<file path="config.mk">
export PLATFORM = sky130hd
export DESIGN_NAME = pac_move_ctrl
export DESIGN_NICKNAME = d
export VERILOG_FILES = /design/src/rtl/pac_move_ctrl.sv
export SDC_FILE = /design/constraint.sdc
export NUM_CORES = 1
export LEC_CHECK = 0
export ABC_AREA = 1
export CORE_ASPECT_RATIO = 1.5
export CORE_UTILIZATION = 40
export DETAILED_ROUTE_END_ITERATION = 12
export GPL_ROUTABILITY_DRIVEN = 1
export SLEW_MARGIN = 20
export SYNTH_ARGS = -nofsm -noshare
export SYNTH_HDL_FRONTEND = slang
export SYNTH_SLANG_ARGS = --single-unit
</file>
<file path="constraint.sdc">
create_clock -name clk -period 3.35 [get_ports clk]
set_input_delay 0.335 -clock clk [delete_from_list [all_inputs] [get_ports clk]]
set_output_delay 0.335 -clock clk [all_outputs]
set_load 0.05 [all_outputs]
</file>
<file path="src/rtl/pac_move_ctrl.sv">
// Pac-Man tile movement sequencer: one step per movement tick, with a buffered turn
// request checked against the registered wall ROM before the straight-ahead fallback.
module pac_move_ctrl #(
  parameter int MAZE_W   = 21,
  parameter int MAZE_H   = 21,
  parameter int START_X  = 10,
  parameter int START_Y  = 15,
  parameter int TICK_DIV = 5000000
) (
  input  logic       clk,
  input  logic       reset_n,
  input  logic       gameover,
  input  logic [3:0] dir_req,
  output logic [4:0] wall_qx,
  output logic [4:0] wall_qy,
  input  logic       wall_hit,
  output logic [4:0] pac_x,
  output logic [4:0] pac_y,
  output logic [1:0] pac_dir,
  output logic       moved
);

  // state  | meaning
  // S_WAIT | idle at current tile, waiting for a movement tick
  // S_QP   | present the pending-turn target to the wall ROM
  // S_CP   | sample wall_hit for the pending-turn target
  // S_QC   | present the straight-ahead target to the wall ROM
  // S_CC   | sample wall_hit for the straight-ahead target
  typedef enum logic [2:0] {S_WAIT, S_QP, S_CP, S_QC, S_CC} state_t;

  localparam int          CW    = (TICK_DIV > 1) ? $clog2(TICK_DIV) : 1;
  localparam logic [CW-1:0] TC  = CW'(TICK_DIV - 1);
  localparam logic [4:0]  XMAX  = 5'(MAZE_W - 1);
  localparam logic [4:0]  YMAX  = 5'(MAZE_H - 1);
  localparam logic [1:0]  DIR_R = 2'b00;
  localparam logic [1:0]  DIR_L = 2'b01;
  localparam logic [1:0]  DIR_U = 2'b10;
  localparam logic [1:0]  DIR_D = 2'b11;

  state_t        state_q;
  logic [CW-1:0] cnt_q, cnt_d;
  logic          tick;
  logic          pend_valid_q;
  logic [1:0]    pend_dir_q;
  logic [4:0]    pac_x_q, pac_y_q;
  logic [1:0]    pac_dir_q;
  logic          moved_q;
  logic          req_ok;
  logic [1:0]    req_dir;
  logic [9:0]    tgt_p, tgt_c;

  // Wrap compares use the maze size, not 5-bit overflow, so edges wrap inside the maze.
  function automatic logic [9:0] neighbor(input logic [4:0] x, input logic [4:0] y,
                                          input logic [1:0] d);
    logic [4:0] nx, ny;
    nx = x;
    ny = y;
    case (d)
      DIR_R:   nx = (x == XMAX) ? 5'd0 : x + 5'd1;
      DIR_L:   nx = (x == 5'd0) ? XMAX : x - 5'd1;
      DIR_U:   ny = (y == 5'd0) ? YMAX : y - 5'd1;
      default: ny = (y == YMAX) ? 5'd0 : y + 5'd1;
    endcase
    return {nx, ny};
  endfunction

  assign tick  = (cnt_q == TC);
  assign cnt_d = gameover ? '0 : (tick ? '0 : cnt_q + 1'b1);

  always_comb begin
    req_ok  = 1'b1;
    req_dir = DIR_R;
    case (dir_req)
      4'b0001: req_dir = DIR_R;
      4'b0010: req_dir = DIR_L;
      4'b0100: req_dir = DIR_D;
      4'b1000: req_dir = DIR_U;
      default: req_ok  = 1'b0;
    endcase
  end

  assign tgt_p = neighbor(pac_x_q, pac_y_q, pend_dir_q);
  assign tgt_c = neighbor(pac_x_q, pac_y_q, pac_dir_q);

  always_comb begin
    {wall_qx, wall_qy} = {pac_x_q, pac_y_q};
    case (state_q)
      S_QP, S_CP: {wall_qx, wall_qy} = tgt_p;
      S_QC, S_CC: {wall_qx, wall_qy} = tgt_c;
      default:    ;
    endcase
  end

  always_ff @(posedge clk) begin
    if (!reset_n) begin
      state_q      <= S_WAIT;
      cnt_q        <= '0;
      pend_valid_q <= 1'b0;
      pend_dir_q   <= DIR_R;
      pac_x_q      <= 5'(START_X);
      pac_y_q      <= 5'(START_Y);
      pac_dir_q    <= DIR_L;
      moved_q      <= 1'b0;
    end else begin
      cnt_q   <= cnt_d;
      moved_q <= 1'b0;
      if (req_ok && !gameover) begin
        pend_valid_q <= 1'b1;
        pend_dir_q   <= req_dir;
      end
      if (gameover) begin
        state_q      <= S_WAIT;
        pend_valid_q <= 1'b0;
      end else begin
        case (state_q)
          S_WAIT: if (tick) state_q <= pend_valid_q ? S_QP : S_QC;
          S_QP:   state_q <= S_CP;
          S_CP: begin
            if (!wall_hit) begin
              {pac_x_q, pac_y_q} <= tgt_p;
              pac_dir_q          <= pend_dir_q;
              moved_q            <= 1'b1;
              state_q            <= S_WAIT;
              // a fresh request arriving now replaces the consumed one
              if (!req_ok) pend_valid_q <= 1'b0;
            end else begin
              state_q <= S_QC;
            end
          end
          S_QC:   state_q <= S_CC;
          S_CC: begin
            if (!wall_hit) begin
              {pac_x_q, pac_y_q} <= tgt_c;
              moved_q            <= 1'b1;
            end
            state_q <= S_WAIT;
          end
          default: state_q <= S_WAIT;
        endcase
      end
    end
  end

  assign pac_x   = pac_x_q;
  assign pac_y   = pac_y_q;
  assign pac_dir = pac_dir_q;
  assign moved   = moved_q;

endmodule

</file>
==> flow_summary.ini, run 1 <==
[status]
status = complete, no violations

[yosys]
synthMuxAreaShare_pct = 0
synth_top_family_by_area = simple AND/OR/NAND/NOR gates
yosys-top-cells-area = dfxtp_1 27%, nand2_1 16%, nand3_1 8.9%
synthDistinctLibCells = 39
ys_async_sr_fraction_pct = 0
synth_common_cells = 137 x nand2_1, 56 x inv_1, 56 x nand3_1, 43 x nor2_1, 42 x dfxtp_1
yosysTopAreaCell = dfxtp_1
ys_ff_latch = 42
yosys.area_share.simple_pct = 48.4
yosysSeqAreaShare_pct = 26.8
synth_compound_area_share_pct = 9.81
netlist_instances = 495
yosysWarningCount = 0
synthesis.area_sq_um = 3140
syn-mean-instance-area_sq_um = 6.34
synth.most_common_cell = nand2_1
syn_nets = 510
synth_edf_count = 0
synth_fa_ha_area_share_pct = 2.79
synth_xor_xnor_area_share_pct = 1.95
ys.flop_type = dfxtp_1
yosys.area.top_type_share_pct = 26.8

[power_and_ir_drop]
power.density_nw_per_um2 = 285
total_power_w = 0.00104
peakVddDrop_mv = 0.331
p_leak_nw = 1.51

[cts]
clock_path_buffers = 2
clock_latency_ns = 0.28
root_buffer = clkbuf_16
post_cts_buffers = 0
tritoncts = yes
cts_hold_buf = 0
cts.clk_slew.worst_paths_ns = 0.06
cts_sinks = 42
cts_resized = 0
cts-buffers-inserted = 5
htree_levels = 2

[grt]
grt_first_pass_wirelength_mm = 14.5
grt_max_degree = 22
grt_pass1_vias = 3088
antenna_found_initial = 0
grt_overflow = 0
grt_use_total_pct = 22.7

[run]
max_cap_violations = 0

[drt]
drcViolationCount = 0
dr_wl_met3_microns = 394
viasPerCell = 5.33
drt-total-wl_mm = 8.93
wl_met1_mm = 3.54
vias = 3334
ant_nets = 0
drtIter0Drc = 353
wl_met2_mm = 4.61
firstDrtPassIters = 6
highest_layer = met4
wire_per_inst_microns = 14.3

[sta]
slew_viol_final = 0
rsz0062_at_grt = no
fmax_mhz = 325
post-route-period-util_pct = 91.8
worst_slew_margin_rel_pct = 49.1
final_hold_viol_count = 0
final.setup.tns_ns = 0
finalSetupViolCount = 0
finalClockSkew_ns = 0.00444
post-route-min-period_ns = 3.08
worstMarginPinSlew_ns = 0.762

[place]
port_buffers = 30
dp_hpwl_mm = 6.80
dpl_cell_area_sq_um = 3500
gp_congestion = 0.904
placed_cells = 618

[die]
rows = 39
core_sq_um = 7610
die_w_microns = 74.3
die_area_sq_um = 8210
die_h_microns = 110
ios = 31
start_util_pct = 41.2

[finish]
final_cell_area_sq_um = 3650
final_core_util_pct = 47.9
nets = 538
multi_input_area_sq_um = 1970
num_antenna_cells = 0
fin_cells = 626
area_growth_syn_to_layout_pct = 16.3
nFillCells = 828
regArea_sq_um = 841
drive_gt1_share_pct = 8.78

[setup_path]
crit_path_max_incr_delay_ns = 0.82
worst_path_most_repeated_cell = nand3_1
cp-start-kind = flip-flop
required_ns = 3.01
end_kind = primary output
slowest_stage = clkdlybuf4s50_1
arrival_ns = 2.74
path_max_fanout = 9
crit_chain = clkinv_1 -> ha_1 -> nand4_1 -> nand3_1 -> nand2_1 -> nand3_1 -> o221ai_1 -> clkdlybuf4s50_1
crit_type = reg -> out

[min_path]
min_path_type = reg -> reg
[per-layer routing]
metal / vias up / global-route usage, %
met5: - / 0
met4: 0 / 10.8
met3: 31 / 2.74
met2: 109 / 40.1
met1: 1484 / 26.0
li1: 1710 / -
[layout make-up]
cell class | instances | area share [%]
clock buffers | 7 | 3.91
flip-flops and latches | 42 | 23.0
well taps | 102 | 3.50
multi-input cells | 379 | 54.1
repair buffers | 33 | 8.85
inverters | 62 | 6.45
clock inverters | 1 | 0.137
[state kept, by name, indices dropped and copies added, names as in the netlist]
register      count
cnt_q            23
pac_x             5
pac_y             5
state_q           3
pac_dir           2
pend_dir_q        2
moved             1
pend_valid_q      1
[worst max-delay path, delay by kind of cell, from the launching register on]
kind	cells	cell delay, ns
AO/OA/AOI/OAI	1	0.15
adder cells (fa/ha/maj)	1	0.30
buffers and inverters	2	1.06
flip-flops	1	0.41
AND/OR/NAND/NOR	4	0.53
[metrics by stage]
| stage | hold WS [ns] | worst slack [ns] |
|---|---|---|
| after floorplan | 0.441 | 0.369 |
| after global placement | 0.468 | 0.626 |
| after detailed placement | 0.471 | 0.580 |
| after CTS | 0.481 | 0.274 |
| after global routing | 0.512 | 0.0689 |
| final | 0.484 | 0.273 |
[path summary, 6_finish.rpt]
kind | start | end | slack, ns | cells past startpoint
setup / recovery | pac_y[0] | wall_qy[2] | 0.27 | 8
hold / removal | cnt_q[21] | cnt_q[21] | 0.48 | 2
setup reg to reg | state_q[1] | pac_y[3] | 1.29 | 8
hold reg to reg | cnt_q[21] | cnt_q[21] | 0.48 | 2
[power by group]
| group | total (W) | switching, W | internal, W |
|---|---|---|---|
| sequential | 0.000505 | 0.00000248 | 0.000502 |
| clock | 0.000482 | 0.000187 | 0.000295 |
| combinational | 0.0000541 | 0.0000332 | 0.0000209 |
| total | 0.00104 | 0.000223 | 0.000819 |
[layout by cell type, fill, tap and decap left out, types with 5 or more instances in the layout]
master,synthesis,layout
nor2_4,5,5
clkbuf_16,0,5
nor2_2,6,6
nand2_2,7,7
nand2_1,137,137
o221ai_1,5,5
o211ai_1,11,11
inv_1,56,56
nor2_1,43,43
o21ai_0,10,10
nand4_1,34,34
xor2_1,5,5
dfxtp_1,42,42
nor3_1,10,10
a21oi_1,12,12
clkdlybuf4s50_1,0,30
ha_1,7,7
or2_2,5,5
nand3_1,56,56
[cells by family after synthesis]
group / after synthesis
flops: 42
xor+xnor: 7
compound gates: 47
fa+ha+maj: 7
buf+inv: 74
simple gates: 318
No activity file was read; power rests on OpenSTA's default activity.
==> inputs of run 2 (changes only) <==
--- a/config.mk
+++ b/config.mk
@@ -10,6 +10,7 @@
 export CORE_UTILIZATION = 40
 export DETAILED_ROUTE_END_ITERATION = 12
 export GPL_ROUTABILITY_DRIVEN = 1
+export GPL_TIMING_DRIVEN = 0
 export SLEW_MARGIN = 20
 export SYNTH_ARGS = -nofsm -noshare
 export SYNTH_HDL_FRONTEND = slang
==> flow_summary.ini, run 2 (synthesized netlist as in run 1, its figures left out) <==
[setup_path]
path_max_fanout = 9
required_ns = 3.01
reg2reg_slack_ns = 1.36
arrival_ns = 2.83
worstRegToRegCells = 9
end_kind = primary output
crit_chain = clkinv_1 -> ha_1 -> nand4_1 -> nand4_1 -> nand3_1 -> nand2_1 -> o211ai_1 -> clkdlybuf4s50_1
crit_family = buffers and inverters
slowest_stage = clkdlybuf4s50_1
cp_num_buf_inv = 2
crit_type = reg -> out
r2r_end = pac_y[2]
r2r-start = pac_y[0]
cp-start-kind = flip-flop
worst_path_most_repeated_cell = nand4_1
crit_path_max_incr_delay_ns = 0.83

[drt]
wire_per_inst_microns = 14.2
drt-total-wl_mm = 8.99
viasPerCell = 5.45
drtIter0Drc = 288
firstDrtPassIters = 5
ant_nets = 0
drcViolationCount = 0
vias = 3461

[status]
status = complete, no violations

[finish]
layout_common_cells = 137 x nand2_1, 56 x inv_1, 56 x nand3_1, 43 x nor2_1, 42 x dfxtp_1
nets = 547
multi_input_area_sq_um = 1970
final_cell_area_sq_um = 3730
largest_register = cnt_q
final_common_cell = nand2_1
nFillCells = 820
regArea_sq_um = 841
num_antenna_cells = 0
area_growth_syn_to_layout_pct = 18.7
drive_gt1_share_pct = 10.1
largest_reg_flops = 23

[cts]
htree_levels = 2
cts_sinks = 42
clock_path_buffers = 2
root_buffer = clkbuf_16
cts-buffers-inserted = 5
tritoncts = yes
clock_latency_ns = 0.28
cts.clk_slew.worst_paths_ns = 0.06
post_cts_buffers = 0

[min_path]
hp-start = cnt_q[0]
min_path_type = reg -> reg
hold_path_depth = 1
hold-path-endpoint = cnt_q[0]

[grt]
antenna_found_initial = 0
grt_overflow = 0
grt_use_total_pct = 23.1
grt_pass1_vias = 3170
grt_first_pass_wirelength_mm = 14.9
grt_max_degree = 13

[die]
die_w_microns = 74.3
core_sq_um = 7610
rows = 39
die_area_sq_um = 8210
die_h_microns = 110
ios = 31
start_util_pct = 41.2

[sta]
final.setup.tns_ns = 0
worstMarginPinSlew_ns = 0.501
finalClockSkew_ns = 0.00487
post-route-period-util_pct = 94.4
rsz0062_at_grt = no
slew_viol_final = 0
worst_slew_margin_rel_pct = 66.5
final_hold_viol_count = 0
fmax_mhz = 316
finalSetupViolCount = 0
post-route-min-period_ns = 3.16

[power_and_ir_drop]
p_leak_nw = 1.57
power.density_nw_per_um2 = 281
combPwrFrac_pct = 5.5
clkPwrFrac_pct = 46.2
seq_power_share_pct = 48.3
switching_share_pct = 21.5
peakVddDrop_mv = 0.260
power_report.internal_total_w = 0.000820
total_switching_power_w = 0.000225

[place]
gp_congestion = 0.895
dp_hpwl_mm = 7.04
dpl_cell_area_sq_um = 3570
port_buffers = 30

[run]
max_cap_violations = 0
-- run 2: changes by cell type in the layout (fill, tap and decap cells not counted), sizes merged --
cell,before,now
clkbuf,7,8
clkdlybuf4s50,30,25
dlymetal6s2s,0,5
buf,3,11
-- run 2: power by group through the flow --
stage                     clock network (W)  logic (W)  registers [W]
final                              0.000483  0.0000577       0.000505
after global routing               0.000519  0.0000641       0.000505
after CTS                          0.000496  0.0000578       0.000505
after detailed placement                  0  0.0000577       0.000516
after global placement                    0  0.0000566       0.000516
after floorplan                           0  0.0000357       0.000515
-- run 2: cell type report --
class | count | share of cell area (%)
clock inverters | 1 | 0.134
well taps | 102 | 3.43
flip-flops and latches | 42 | 22.6
inverters | 62 | 6.31
plain buffers | 12 | 2.35
repair buffers | 30 | 8.39
clock buffers | 7 | 3.83
multi-input cells | 379 | 53.0
-- run 2: timing repair --
| action | CTS | global route |
|---|---|---|
| endpoints found under the setup margin | 0 | 5 |
| resized for setup | 0 | 5 |
| hold buffers | 0 | 0 |
-- run 2: worst max path at each step --
stage / from / end / slack, ns / cells past startpoint
finish: pac_y[0] / wall_qy[4] / 0.19 / 8
global route: pac_y[0] / wall_qy[4] / 0.003 / 8
CTS: pac_y[0] / wall_qy[2] / 0.07 / 8
detailed placement: pac_y[0] / wall_qy[2] / 0.38 / 8
global placement: pac_y[0] / wall_qy[2] / 0.39 / 8
floorplan: pac_y[0] / wall_qy[2] / 0.37 / 6
-- run 2: worst reg2reg max path, stage by stage (launching register included) --
cell	delay (ns)
dfxtp_1	0.44
clkinv_1	0.29
ha_1	0.34
nand4_1	0.24
nand3_1	0.19
nand2_1	0.11
nand3_1	0.10
nand2_1	0.08
nand3_1	0.07
nand3_1	0.08
-- run 2: metal layers --
metal	wire (microns)	global-route usage (%)
met5	0	0
met4	226	7.17
met3	356	2.37
met2	4860	43.4
met1	3550	26.0
-- run 2: stage by stage --
stage	hold slack (ns)	cells	power [W]	util, %	setup WS [ns]
floorplan	0.441	495	0.000551	-	0.369
global placement	0.467	627	0.000572	46.8	0.389
detailed placement	0.473	627	0.000573	46.8	0.383
CTS	0.486	635	0.00106	48.8	0.0655
global route	0.507	635	0.00109	48.9	0.00267
finish	0.476	635	0.00105	48.9	0.187
